**config.mk**
```make
export PLATFORM = sky130hd
export DESIGN_NAME = mem_access_unit_flat
export DESIGN_NICKNAME = d
export VERILOG_FILES = /design/src/rtl/mem_if_pkg.sv /design/src/rtl/mem_access_unit_if.sv /design/src/rtl/mem_lat_counter.sv /design/src/rtl/mem_access_unit.sv /design/src/flat_wrapper.sv
export SDC_FILE = /design/constraint.sdc
export NUM_CORES = 1
export LEC_CHECK = 0
export ABC_AREA = 1
export CORE_MARGIN = 2
export CORE_UTILIZATION = 35
export CTS_CLUSTER_DIAMETER = 40
export CTS_CLUSTER_SIZE = 20
export DETAILED_ROUTE_END_ITERATION = 12
export PLACE_DENSITY_LB_ADDON = 0.15
export SETUP_SLACK_MARGIN = 0.5
export SYNTH_ARGS = -nofsm -noshare
export SYNTH_HDL_FRONTEND = slang
export SYNTH_HIERARCHICAL = 1
export SYNTH_SLANG_ARGS = --single-unit
```
**constraint.sdc**
```tcl
create_clock -name clk -period 1.6 [get_ports clk]
set_input_delay 0.16 -clock clk [delete_from_list [all_inputs] [get_ports clk]]
set_output_delay 0.16 -clock clk [all_outputs]
set_load 0.005 [all_outputs]
```
**src/rtl/mem_if_pkg.sv**
```systemverilog
// Shared definitions for the MAR/LDMAR/MDR memory initiator and related
// multi-cycle peripherals.
//   - state_t      : transaction FSM states of mem_access_unit
//   - ADDR_W_DEF   : default MAR / request address width
//   - DATA_W_DEF   : default MDR / data width
//   - LAT_CNT_W    : width of the access-latency down-counter
//   - lat_load()   : converts a latency in cycles to the counter preload value
package mem_if_pkg;

    localparam int ADDR_W_DEF = 16;
    localparam int DATA_W_DEF = 16;
    localparam int LAT_CNT_W  = 4;

    typedef enum logic [1:0] {
        IDLE    = 2'd0,
        RD_WAIT = 2'd1,
        WR_WAIT = 2'd2,
        RESP    = 2'd3
    } state_t;

    // A wait state lasts while the counter walks from (lat-1) down to 0,
    // so a latency of N cycles preloads N-1.
    function automatic logic [LAT_CNT_W-1:0] lat_load(input int lat);
        return LAT_CNT_W'(lat - 1);
    endfunction

endpackage

```
**src/rtl/mem_access_unit_if.sv**
```systemverilog
// Bundle of every signal the memory initiator exchanges with its surroundings.
//   Request side : req_valid, req_ready, req_we, req_addr, req_wdata
//   Response side: rsp_valid, rsp_rdata
//   Memory side  : MAR, LDMAR, mem_we, mem_wdata, MDR
// Modports:
//   slave  - the mem_access_unit itself (accepts requests, drives the memory)
//   master - its environment: the MCU control path issuing requests and the
//            memory block answering on MDR
interface mem_access_unit_if
    import mem_if_pkg::*;
#(
    parameter int ADDR_W = ADDR_W_DEF,
    parameter int DATA_W = DATA_W_DEF
);

    logic              req_valid;
    logic              req_ready;
    logic              req_we;
    logic [ADDR_W-1:0] req_addr;
    logic [DATA_W-1:0] req_wdata;

    logic              rsp_valid;
    logic [DATA_W-1:0] rsp_rdata;

    logic [ADDR_W-1:0] MAR;
    logic              LDMAR;
    logic              mem_we;
    logic [DATA_W-1:0] mem_wdata;
    logic [DATA_W-1:0] MDR;

    modport slave (
        input  req_valid, req_we, req_addr, req_wdata, MDR,
        output req_ready, rsp_valid, rsp_rdata, MAR, LDMAR, mem_we, mem_wdata
    );

    modport master (
        output req_valid, req_we, req_addr, req_wdata, MDR,
        input  req_ready, rsp_valid, rsp_rdata, MAR, LDMAR, mem_we, mem_wdata
    );

endinterface

```
**src/rtl/mem_lat_counter.sv**
```systemverilog
// Loadable down-counter with zero flag, used to time fixed-latency accesses.
//   clk      : system clock
//   rst      : synchronous, active-high reset (count returns to 0)
//   load     : load load_val this cycle (has priority over dec)
//   load_val : preload value
//   dec      : decrement by one; saturates at zero
//   zero     : count is currently zero
module mem_lat_counter
    import mem_if_pkg::*;
#(
    parameter int W = LAT_CNT_W
) (
    input  logic         clk,
    input  logic         rst,
    input  logic         load,
    input  logic [W-1:0] load_val,
    input  logic         dec,
    output logic         zero
);

    logic [W-1:0] cnt_q;

    // NOTE: state registers use non-blocking assignments so every flop samples
    // the pre-edge values of its inputs regardless of process ordering.
    always_ff @(posedge clk) begin
        if (rst) begin
            cnt_q <= '0;
        end else if (load) begin
            cnt_q <= load_val;
        end else if (dec && (cnt_q != '0)) begin
            cnt_q <= cnt_q - 1'b1;
        end
    end

    assign zero = (cnt_q == '0);

endmodule

```
**src/rtl/mem_access_unit.sv**
```systemverilog
// Initiator side of the MAR/LDMAR/MDR memory interface.
// Takes one read or write request at a time over a valid/ready handshake,
// presents the address on MAR, strobes LDMAR (read) or mem_we (write) for a
// fixed number of cycles, captures MDR at the end of a read, and reports
// completion with a one-cycle rsp_valid pulse.
//   clk : system clock
//   rst : synchronous, active-high reset
//   bus : mem_access_unit_if.slave (request, response and memory signals)
// Parameters: ADDR_W, DATA_W widths; RD_LAT / WR_LAT strobe lengths (1..15).
module mem_access_unit
    import mem_if_pkg::*;
#(
    parameter int ADDR_W = ADDR_W_DEF,
    parameter int DATA_W = DATA_W_DEF,
    parameter int RD_LAT = 2,
    parameter int WR_LAT = 1
) (
    input  logic clk,
    input  logic rst,
    mem_access_unit_if.slave bus
);

    localparam logic [LAT_CNT_W-1:0] RD_LOAD = lat_load(RD_LAT);
    localparam logic [LAT_CNT_W-1:0] WR_LOAD = lat_load(WR_LAT);

    state_t            state_q;
    state_t            state_d;

    logic [ADDR_W-1:0] mar_q;
    logic              ldmar_q;
    logic              mem_we_q;
    logic [DATA_W-1:0] mem_wdata_q;
    logic [DATA_W-1:0] rsp_rdata_q;

    logic              ready;
    logic              accept;
    logic              cnt_dec;
    logic              cnt_zero;
    logic              wait_done;

    // Ready is held low while rst is asserted even though the state is
    // already IDLE, so nothing is accepted on the reset edge.
    assign ready     = (state_q == IDLE) && !rst;
    assign accept    = bus.req_valid && ready;
    assign cnt_dec   = (state_q == RD_WAIT) || (state_q == WR_WAIT);
    assign wait_done = cnt_dec && cnt_zero;

    mem_lat_counter #(
        .W (LAT_CNT_W)
    ) u_lat_counter (
        .clk      (clk),
        .rst      (rst),
        .load     (accept),
        .load_val (bus.req_we ? WR_LOAD : RD_LOAD),
        .dec      (cnt_dec),
        .zero     (cnt_zero)
    );

    always_ff @(posedge clk) begin
        if (rst) begin
            state_q <= IDLE;
        end else begin
            state_q <= state_d;
        end
    end

    // NOTE: state_d gets its default before the case so every path assigns
    // it and no latch is inferred.
    always_comb begin
        state_d = state_q;
        case (state_q)
            IDLE:    if (accept) state_d = bus.req_we ? WR_WAIT : RD_WAIT;
            RD_WAIT: if (cnt_zero) state_d = RESP;
            WR_WAIT: if (cnt_zero) state_d = RESP;
            RESP:    state_d = IDLE;
            default: state_d = IDLE;
        endcase
    end

    // Datapath registers. MAR deliberately keeps its value after a
    // transaction; only reset clears it.
    always_ff @(posedge clk) begin
        if (rst) begin
            mar_q       <= '0;
            ldmar_q     <= 1'b0;
            mem_we_q    <= 1'b0;
            mem_wdata_q <= '0;
            rsp_rdata_q <= '0;
        end else begin
            if (accept) begin
                mar_q <= bus.req_addr;
                if (bus.req_we) begin
                    mem_wdata_q <= bus.req_wdata;
                    mem_we_q    <= 1'b1;
                end else begin
                    ldmar_q     <= 1'b1;
                end
            end
            if (wait_done && (state_q == RD_WAIT)) begin
                rsp_rdata_q <= bus.MDR;
                ldmar_q     <= 1'b0;
            end
            if (wait_done && (state_q == WR_WAIT)) begin
                mem_we_q    <= 1'b0;
            end
        end
    end

    assign bus.req_ready = ready;
    assign bus.rsp_valid = (state_q == RESP);
    assign bus.rsp_rdata = rsp_rdata_q;
    assign bus.MAR       = mar_q;
    assign bus.LDMAR     = ldmar_q;
    assign bus.mem_we    = mem_we_q;
    assign bus.mem_wdata = mem_wdata_q;

endmodule

```
**src/flat_wrapper.sv**
```systemverilog
// flat-port wrapper written by rule: the top's interface ports become plain ports
module mem_access_unit_flat import mem_if_pkg::*;
#(
    parameter int ADDR_W = ADDR_W_DEF,
    parameter int DATA_W = DATA_W_DEF,
    parameter int RD_LAT = 2,
    parameter int WR_LAT = 1
)
  (clk, rst, bus_req_valid, bus_req_we, bus_req_addr, bus_req_wdata, bus_MDR, bus_req_ready, bus_rsp_valid, bus_rsp_rdata, bus_MAR, bus_LDMAR, bus_mem_we, bus_mem_wdata);
  mem_access_unit_if #(.ADDR_W(ADDR_W), .DATA_W(DATA_W)) bus_i ();
  input  logic clk;
  input  logic rst;
  input wire logic [$bits(bus_i.req_valid)-1:0] bus_req_valid;
  input wire logic [$bits(bus_i.req_we)-1:0] bus_req_we;
  input wire logic [$bits(bus_i.req_addr)-1:0] bus_req_addr;
  input wire logic [$bits(bus_i.req_wdata)-1:0] bus_req_wdata;
  input wire logic [$bits(bus_i.MDR)-1:0] bus_MDR;
  output wire logic [$bits(bus_i.req_ready)-1:0] bus_req_ready;
  output wire logic [$bits(bus_i.rsp_valid)-1:0] bus_rsp_valid;
  output wire logic [$bits(bus_i.rsp_rdata)-1:0] bus_rsp_rdata;
  output wire logic [$bits(bus_i.MAR)-1:0] bus_MAR;
  output wire logic [$bits(bus_i.LDMAR)-1:0] bus_LDMAR;
  output wire logic [$bits(bus_i.mem_we)-1:0] bus_mem_we;
  output wire logic [$bits(bus_i.mem_wdata)-1:0] bus_mem_wdata;
  assign bus_i.req_valid = bus_req_valid;
  assign bus_i.req_we = bus_req_we;
  assign bus_i.req_addr = bus_req_addr;
  assign bus_i.req_wdata = bus_req_wdata;
  assign bus_i.MDR = bus_MDR;
  assign bus_req_ready = bus_i.req_ready;
  assign bus_rsp_valid = bus_i.rsp_valid;
  assign bus_rsp_rdata = bus_i.rsp_rdata;
  assign bus_MAR = bus_i.MAR;
  assign bus_LDMAR = bus_i.LDMAR;
  assign bus_mem_we = bus_i.mem_we;
  assign bus_mem_wdata = bus_i.mem_wdata;
  mem_access_unit #(.ADDR_W(ADDR_W), .DATA_W(DATA_W), .RD_LAT(RD_LAT), .WR_LAT(WR_LAT)) u_core (.clk(clk), .rst(rst), .bus(bus_i));
endmodule
```
=== After elaboration in Yosys (flattened, before gate mapping) ===
Cells that the tools add are included.
W data, S select, Z words.

* Bitwise gates (word level): 1
* Equality and inequality tests: 5
* $add $sub $neg: 1
* Reduce and logical (&&, ||, !) cells: 18
* Muxes and demuxes: 7

{| class="wikitable"
|+ Operators with widths
! cell !! count
|-
| $mux W4 || 2
|-
| $logic_and A1 B1 Y1 || 6
|-
| $mux W2 || 3
|-
| $pmux W2 S3 || 1
|-
| $reduce_and A2 Y1 || 3
|-
| $reduce_or A2 Y1 || 3
|-
| $eq A2 B2 Y1 const B || 2
|-
| $logic_not A4 Y1 || 1
|-
| $ne A2 B1 Y1 const B || 2
|-
| $reduce_bool A4 Y1 || 1
|-
| $sub A4 B1 Y4 const B || 1
|-
| $eq A2 B1 Y1 const B || 1
|-
| $logic_not A2 Y1 || 1
|-
| $reduce_bool A2 Y1 || 1
|-
| $logic_not A1 Y1 || 1
|-
| $logic_or A1 B1 Y1 || 1
|-
| $mux W1 || 1
|-
| $not A1 Y1 || 1
|}

* Output and inout port bits: 52
* Input bits: 52
* Bits in registers: 56
* Logic and storage cells: 39

=== Longest topological paths before layout ===
* Word-level depth: 5
* Mapped depth: 11
* Gate-level depth less buffers: 10

=== Cells and area by module ===
Netlist, hierarchy kept.

{| class="wikitable"
|+ By module, submodules not included
! module !! instances !! cells an instance !! area each (um^2) !! sequential area each (um^2)
|-
| mem_access_unit || 1 || 251 || 1958.1 || 1041.0
|-
| mem_lat_counter || 1 || 41 || 274.0 || 80.1
|}

=== Worst setup path before layout ===
OpenSTA, ideal clock, no wires.

* Kind: register to register
* Start point: reg u_core.state_q[0]
* End point: reg u_core.u_lat_counter.cnt_q[3]
* Required time: 1.485 ns
* Data arrival time: 1.487 ns
* Cell stages (with the launch flop): 10
* Clock period less this slack: 1.602 ns
* Buffers on the path: 1
* Setup slack: -0.002 ns
* Library setup time: 0.115 ns
* Path through: dfxtp_1 > inv_1 > ha_1 > nand3_4 > inv_2 > buf_4 > inv_2 > or2_0 > nand3_1 > a21oi_2

* Word-level cells in the longest chain between the ends: 4
* Elaborated cells between the ends (all ways): 9
* Classes of those cells: 2 x eq/ne; 1 x mux; 6 x reduce/logical

{| class="wikitable"
|+ RTL lines
! what !! RTL line !! source
|-
| from (decl) || mem_access_unit.sv:26 || <nowiki>state_t state_q;</nowiki>
|-
| from (signal assigned) || mem_access_unit.sv:63 || <nowiki>state_q <= state_d;</nowiki>
|-
| $logic_not A2 Y1 * || mem_access_unit.sv:43 || <nowiki>assign ready = (state_q == IDLE) && !rst;</nowiki>
|-
| $logic_and A1 B1 Y1 * || mem_access_unit.sv:43 ||
|-
| $logic_and A1 B1 Y1 * || mem_access_unit.sv:44 || <nowiki>assign accept = bus.req_valid && ready;</nowiki>
|-
| via u_core.accept || mem_access_unit.sv:36 || <nowiki>logic accept;</nowiki>
|-
| $mux W4 or $reduce_bool A2 Y1 (tied branches) || - ||
|-
| to (signal assigned) || mem_lat_counter.sv:29 || <nowiki>cnt_q <= load_val;</nowiki>
|-
| to (signal assigned) || mem_lat_counter.sv:31 || <nowiki>cnt_q <= cnt_q - 1'b1;</nowiki>
|-
| to (decl) || mem_lat_counter.sv:21 || <nowiki>logic [W-1:0] cnt_q;</nowiki>
|}

The timed path passes the listed nets; every way through them passes the cells marked *.
A chain may end at the register's enable or synchronous reset.

=== Final worst setup path ===
* Start point: reg u_core.state_q[0]
* End point: reg u_core.mem_wdata_q[5] (netlist: u_core/bus.mem_wdata[5])

* Word-level cells in the longest chain between the ends: 4

{| class="wikitable"
|+ RTL lines
! what !! RTL line !! source
|-
| $logic_not A2 Y1 || mem_access_unit.sv:43 ||
|-
| $logic_and A1 B1 Y1 || mem_access_unit.sv:43 ||
|-
| $logic_and A1 B1 Y1 || mem_access_unit.sv:44 ||
|-
| $reduce_and A2 Y1 (no line) || - ||
|-
| to (signal assigned) || mem_access_unit.sv:93 || <nowiki>mem_wdata_q <= bus.req_wdata;</nowiki>
|-
| to (decl) || mem_access_unit.sv:32 || <nowiki>logic [DATA_W-1:0] mem_wdata_q;</nowiki>
|}

No other way between the ends.

==> impl_metrics.json <==
{
  "ys_seq_area_share_pct": 50.2,
  "period_share_pct": 86.6,
  "power_leakage_nw": 1.89,
  "first_global_vias": 2192,
  "grt_start_max_net_pins": 27,
  "peakVddDrop_mv": 0.884,
  "via_per_inst": 4.55,
  "layout-drive-gt1-share_pct": 36.2,
  "fin_cells": 503,
  "clkTransAtPathRegs_ns": 0.11,
  "synth_compound_area_share_pct": 9.87,
  "p_comb_share_pct": 51.2,
  "numCtsBuffers": 5,
  "hpwl_um": 4180,
  "num_rows": 29,
  "synth_simple_gate_area_share_pct": 30.3,
  "clk-insertion-delay-late_ns": 0.31,
  "place_area_sq_um": 3460,
  "finalNetCount": 483,
  "crit_fanout": 8,
  "switching_share_pct": 36.4,
  "synthMuxAreaShare_pct": 0,
  "crit_buf_inv": 4,
  "worstPathRequired_ns": 1.81,
  "hold_path_class": "in2reg",
  "htree_levels": 2,
  "die_x_um": 83.9,
  "max_stage_delay_ns": 0.36,
  "crit_chain": "inv_4, ha_4, inv_2, nor2_2, buf_4, nand3_4, buf_12, nor2_4, nor2_1",
  "start_util_pct": 35.8,
  "drv_slew": 0,
  "grt_setup_unrepaired": "yes",
  "synth_xor_area_share_pct": 0.392,
  "drt-pass1-iter-count": 4,
  "drv_cap": 0,
  "overflow": 0,
  "antenna_found_initial": 0,
  "dpl.cell_count": 472,
  "max_freq_mhz": 722,
  "p_sw_mw": 2.04,
  "crit_path_start_kind": "flip-flop",
  "pwr-share-seq_pct": 34.2,
  "yosys_warnings": 6,
  "finalHoldViolCount": 0,
  "clkPwrFrac_pct": 14.6,
  "syn_to_final_growth_pct": 79.4,
  "syn_avg_cell_area_sq_um": 7.64,
  "wire_per_inst_um": 12.4,
  "num_vias": 2289,
  "nFillCells": 573,
  "cp_data_arrival_time_ns": 1.60,
  "drtAntennaViolNets": 0,
  "synth_cell_types": 28,
  "internal-power_mw": 3.57,
  "antenna_cells": 0,
  "syn_inst": 292,
  "drc": 0,
  "cts_buffer_depth": 2,
  "cts-root-buf": "clkbuf_8",
  "stdcell_area_sq_um": 4010,
  "end_kind": "flip-flop",
  "utilization_pct": 64.2,
  "synth-seq-cells": 56,
  "criticalPathCategory": "reg2reg",
  "first_iter_violations": 85,
  "synth_area_sq_um": 2230,
  "fin_skew_ns": 0.0108,
  "p_per_area_nw_per_um2": 1400,
  "design.die.area_sq_um": 7030,
  "synth_top_family_by_area": "simple AND/OR/NAND/NOR gates",
  "io_pins": 104,
  "setup_ws_ns": 0.215,
  "cts.sinks": 56,
  "setup_viol": 0,
  "grt_usage_pct": 18.1,
  "synthAdderAreaFrac_pct": 3.36,
  "status": "finished, final reports clean",
  "grt_pass1_wl_um": 10400,
  "die_height_um": 83.9,
  "critPathTopFamily": "buffers and inverters",
  "pre_cts_slack_ns": 0.0776,
  "wl_um": 6230,
  "finalSetupTns_ns": 0,
  "cts_tree": "done",
  "slowest_stage": "dfxtp_4",
  "gp_congestion": 0.735,
  "period_needed_ns": 1.39,
  "core_sq_um": 6240,
  "port_buffers": 103
}
tightest hold or removal path, stage by stage:
cell and delay, ns:
clkdlybuf4s50_1 0.39, nand2_1 0.06, nand2_1 0.04
layout by cell type, fill, tap and decap left out, drive strengths merged:
master,n
a21oi,3
buf,34
clkbuf,7
clkdlybuf4s15,6
clkdlybuf4s50,51
clkinv,2
conb,3
dfxtp,56
dlygate4sd2,42
dlymetal6s2s,1
ha,6
inv,18
nand2,50
nand3,23
nor2,81
o21ai,39
o22ai,1
or2,2
xor2,1
worst paths after layout:
kind / startpoint / endpoint / slack, ns / cells after the start
worst max-delay path: u_core/state_q[0] / u_core/bus.mem_wdata[5] / 0.21 / 9
worst min-delay path: bus_req_addr[7] / u_core/bus.MAR[7] / 0.38 / 3
worst max register to register: u_core/state_q[0] / u_core/bus.mem_wdata[5] / 0.21 / 9
worst min register to register: u_core/bus.MAR[4] / u_core/bus.MAR[4] / 0.46 / 2
power by group through the flow:
stage | Combinational (mW) | Clock (mW) | Sequential [mW]
5_1_grt | 3.14 | 0.922 | 1.97
3_3_place_gp | 2.29 | 0 | 1.92
3_5_place_dp | 2.31 | 0 | 1.93
4_1_cts | 2.72 | 0.849 | 1.91
2_1_floorplan | 1.40 | 0 | 1.93
6_report | 2.87 | 0.819 | 1.92
through the flow:
step           hold slack [ns]  total power [mW]
3_5_place_dp             0.454              4.24
4_1_cts                  0.370              5.48
6_report                 0.380              5.61
2_1_floorplan            0.222              3.34
5_1_grt                  0.383              6.03
3_3_place_gp             0.449              4.20
registers in the layout, summed over array words and instances, names as in the netlist:
register                    cells
u_core/bus.LDMAR                1
u_core/bus.MAR                 16
u_core/bus.mem_wdata           16
u_core/bus.mem_we               1
u_core/bus.rsp_rdata           16
u_core/state_q                  2
u_core/u_lat_counter/cnt_q      4
logic make-up (layout without fill, tap and decap cells):
group                      count (synthesis)  after routing
DFF                                       56             56
buffers and inverters                     29            161
AOI/OAI and AO/OA                         43             43
xor gates and xnor gates                   1              1
other                                      1              3
adders and majority gates                  6              6
and+or+nand+nor                          156            156
per-layer routing:
metal / global-route usage [%] / vias up / wire length [um]
li1: - / 1188 / -
met4: 6.30 / 0 / 111
met2: 27.5 / 77 / 2840
met3: 5.24 / 9 / 439
met5: 0 / - / 0
met1: 24.6 / 1015 / 2830
cell usage after synthesis (all sizes together):
| library cell | count | area [sq um] |
|---|---|---|
| or2 | 2 | 12.5 |
| o22ai | 1 | 6.26 |
| clkinv | 2 | 8.75 |
| nor2 | 81 | 323 |
| buf | 5 | 33.8 |
| xor2 | 1 | 8.76 |
| inv | 16 | 62.6 |
| conb | 1 | 3.75 |
| nand3 | 23 | 138 |
| a21oi | 3 | 18.8 |
| dfxtp | 56 | 1120 |
| clkbuf | 6 | 22.5 |
| nand2 | 50 | 203 |
| ha | 6 | 75.1 |
| o21ai | 39 | 195 |
layout make-up:
cell class	count	area, sq um	share of cell area [%]
timing repair buffer	135	1270	31.8
inverter	18	100	2.50
clock buffer	6	82.6	2.06
sequential	56	1180	29.4
tap	77	96.3	2.41
clock inverter	2	13.8	0.344
multi-input combinational	209	1260	31.5
timing repair:
item	4_1_cts	5_1_grt
buffers inserted	17	4
pin swaps	19	12
cloned	2	0
setup endpoints to repair	108	70
hold buffers	0	0
resized for setup	157	31
(Power assumes the default switching activity.)
==> patch 1, RTL diff (same flow settings) <==
Set the package constant `DATA_W_DEF` to 32 (it was 16).
--- a/src/rtl/mem_if_pkg.sv
+++ b/src/rtl/mem_if_pkg.sv
@@ -10,3 +10,3 @@
     localparam int ADDR_W_DEF = 16;
-    localparam int DATA_W_DEF = 16;
+    localparam int DATA_W_DEF = 32;
     localparam int LAT_CNT_W  = 4;
Interface: changed (resized bus_MDR, bus_mem_wdata, bus_req_wdata and bus_rsp_rdata); port bits go from 104 to 168. No check against the original RTL was run, so the function may have changed too.
==> patch 1 against the unedited design <==
  * Sequential share of layout area is 0.60 points higher
  * Clock power rose by 93%
  * Non-clock buffer count increased by 65
  * Setup slack improved by 15 ps
  * Worst hold slack worse by 35 ps
  * Wire length is 64% higher
  * Critical endpoint is now u_core/bus.mem_wdata[14]
  * Highest routed layer unchanged
  * Total power is 54% higher
  * Sequential cell count increased by 32
  * Design area rose by 54%
  * Area after synthesis is 49% higher
==> patch 1: results (changes against the unedited design) <==
Placed design
  – Placed Instances: 718 (+52%)
  – Port Buf Inserts: 167 (+62%)
  – DP Area: 5241 um^2 (+52%)

CTS
  – Post-CTS resize count: 214 (+36%)
  – H-tree levels: 3 (+1)
  – Num CTS Buffers: 9 (+4)
  – Later-pin clock latency in the skew report: 360 ps (+50 ps)
  – Post-CTS Setup Inserts: 7 (-10)

Global routing
  – GRT Overall Usage: 0.1773 (-0.003492)
  – Largest net degree at the start of global routing: 44 (+63%)

Critical path
  – Worst R2R Setup Slack: 230 ps (+20 ps)
  – R2r endpoint: u_core/bus.mem_wdata[14]
  – Reg2Reg Launch Point: u_core/state_q[1]
  – Critical Path Slowest Stage Cell: dfxtp_2

Pwr
  – Gate power share: 0.470 (-0.042)
  – Max VDD drop: 692.7 uV (-22%)
  – Switching Power: 3.027 mW (+48%)
  – P_clk: 1.58 mW (+93%)

STA
  – Layout Skew: 16.05 ps (+5.259 ps)

Synthesis
  – Yosys cell types: 26 (-7.1%)
  – XOR/XNOR Fraction of Synth Area: 0.002631 (-0.001293)
  – Post-Synth Adder-Cell Area: 0.02255 (-0.01108)

Detailed routing
  – Initial DRC Count: 87 (+2.4%)

Finish
  – FILL cells: 788 (+38%)
  – Finished Cell Area: 6168 um^2 (+54%)
  – Net count, final: 712 (+47%)

Min path
  – Hold Path Sink: u_core/bus.MAR[8]

Run status
  – Status: finished clean
patch 1: cell types whose count changed in the layout (fill, tap and decap cells not counted), moves of 14 or more:
cell             unedited run  this run
nor2_1                     60       114
dlygate4sd2_1              42         0
nor2_2                      5        19
dfxtp_2                    42        71
clkdlybuf4s50_1            51        83
o21ai_0                     9        25
clkbuf_2                    1        22
clkdlybuf4s15_1             6        52
patch 1: cell type report:
type	instances	share of cell area
inverter	18	0.01663
timing repair buffer	200	0.3320
clock inverter	5	0.01055
multi-input combinational	305	0.2917
tap	129	0.02617
sequential	88	0.3000
clock buffer	11	0.02292
patch 1: per-layer routing:
metal,part of all wire,global-route usage,vias to the layer above
met1,0.43,0.2156,1515
li1,-,-,1755
met2,0.48,0.2925,117
met5,0,0,-
met3,0.075,0.05659,15
met4,0.015,0.06757,0
patch 1: worst register-to-register path, stage by stage (launching register included):
cell and delay, ps:
dfxtp_2 340, inv_2 80, ha_4 160, inv_2 50, nor2_4 110, buf_6 110
nand3_4 110, clkbuf_16 210, nor2_2 80, nor2_1 50
==> patch 2, RTL diff (same settings) <==
Made on the original files. Make the reset (`rst`) asynchronous in 3 clocked blocks. Comments in the files are not updated.
--- a/src/rtl/mem_lat_counter.sv
+++ b/src/rtl/mem_lat_counter.sv
@@ -24,3 +24,3 @@
     // the pre-edge values of its inputs regardless of process ordering.
-    always_ff @(posedge clk) begin
+    always_ff @(posedge clk or posedge rst) begin
         if (rst) begin
--- a/src/rtl/mem_access_unit.sv
+++ b/src/rtl/mem_access_unit.sv
@@ -58,3 +58,3 @@
 
-    always_ff @(posedge clk) begin
+    always_ff @(posedge clk or posedge rst) begin
         if (rst) begin
@@ -81,3 +81,3 @@
     // transaction; only reset clears it.
-    always_ff @(posedge clk) begin
+    always_ff @(posedge clk or posedge rst) begin
         if (rst) begin
Function: differs if rst is asserted again (counterexample within 4 cycles, from zero or initial values and one cycle with rst high); with rst held inactive, the same outputs for 10 cycles.
==> patch 2 against the unedited design <==
  * Largest power group unchanged
  * Highest routed layer unchanged
  * Area after synthesis rose by 11%
  * Setup slack lost 47 ps
  * Design area is 12% higher
  * Combinational power up 47%
  * Die area increased by 11%
  * Total power up 40%
  * Sequential cell count is the same
  * Wire length is 18% higher
  * Core utilization is 1.7 points higher
  * Synthesized cell count rose by 0.68%
  * Sequential power grew 33%
  * Count of clock-buffer cells in the layout shrank 1
  * Clock power up 31%
==> patch 2: results (changes against the unedited design) <==
Run status
  – Status: finished clean

Min path
  – Hold Path Class: in2async

Synthesis
  – Synth top area cells: dfrtp_1 (56%), nand2_1 (24%), nand4_1 (4.0%), ha_1 (3.0%), inv_1 (2.4%)
  – Yosys cell types: 23 (-18%)
  – Async S/R FF share, synth: 1.000 (+1.000)
  – Post-Synth Adder-Cell Area: 0.03023 (-0.003406)
  – Compound-Gate Fraction of Synth Area: 0.01159 (-0.08707)
  – XOR/XNOR Fraction of Synth Area: 0 (-0.003924)
  – Syn Area/Cell: 8.448 um^2 (+11%)
  – Post-synthesis sequential area ratio: 0.5642 (+0.06199)
  – Synth top cells by count: nand2_1 (160), dfrtp_1 (56), inv_1 (16), nand4_1 (16)

Finish
  – Share of layout cells above drive strength 1: 0.4004 (+0.03894)
  – Fin cells: 553 (+9.9%)

Critical path
  – Largest stage delay, worst path: 410 ps (+50 ps)
  – CP top delay family: flip-flops
  – Worst EP arrival: 1270 ps (-330 ps)
  – Worst Setup EP: bus_req_ready
  – Worst Setup SP: u_core/state_q[0]
  – R2r endpoint: u_core/bus.mem_wdata[10]
  – Critical Path Slowest Stage Cell: dfrtp_1
  – Max Fanout on Critical Path: 2 (-6)

CTS
  – Post-CTS resize count: 132 (-16%)
  – Num CTS Buffers: 5 (unchanged)
  – Post-CTS Setup Inserts: 21 (+4)

Placed design
  – Placed Instances: 498 (+5.5%)
  – Hpwl dp: 4497 um (+7.7%)
  – DP Area: 3767 um^2 (+9.0%)
  – Gp weighted congestion: 0.7493 (+2.0%)
  – Place WS: 80.60 ps (+2.998 ps)

Pwr
  – Lkg Pwr: 2.333 nW (+24%)
  – Switching Power: 2.836 mW (+39%)
  – Int Pwr: 4.997 mW (+40%)
  – Max VDD drop: 693.7 uV (-22%)
  – Clk pwr share: 0.136 (-0.010)

Detailed routing
  – Initial DRC Count: 65 (-24%)
  – Total number of vias: 2,479 (+8.3%)
  – WL final: 7332 um (+18%)

Global routing
  – Vias in the first global route: 2,438 (+11%)
  – Largest net degree at the start of global routing: 43 (+59%)
  – First-pass GRT wire length: 11,260 um (+8.7%)
  – GRT Overall Usage: 0.1829 (+0.002126)

STA
  – Worst hold slack: 310.6 ps (-69.54 ps)
  – Layout Skew: 2.559 ps (-8.227 ps)
  – Max Clock Freq: 698.2 MHz (-3.3%)
==> patch 2: changes by cell type after synthesis, sizes merged, moves of 5 or more <==
cell    before  now
dfxtp       56    0
buf          5   10
nand2       50  165
nand3       23    7
dfrtp        0   56
o21ai       39    3
nand4        0   16
nor2        81    4
clkbuf       6    1
==> patch 2: metal layers <==
layer  wire (um)  up-vias  global-route usage
li1            -     1237                   -
met1        3167     1166              0.2485
met2        3681       71              0.2973
met3         421        5             0.04571
met4          62        0             0.04270
met5           0        -                   0
==> patch 2: worst reg2reg max path: cells and delay by family, from the launching register on <==
kind | cells | cell delay, ps
flops | 1 | 410
fa+ha+maj | 1 | 130
simple gates | 4 | 390
buf+inv | 4 | 400
==> patch 2: area by class of cell <==
class | instances | area (um^2)
clock buffers | 5 | 68.82
clock inverters | 2 | 60.06
fillers | 570 | 2332
inverters | 20 | 118.9
multi-input cells | 211 | 1245
flip-flops and latches | 56 | 1401
well taps | 96 | 120.1
repair buffers | 160 | 1446
repair inverters | 3 | 38.79
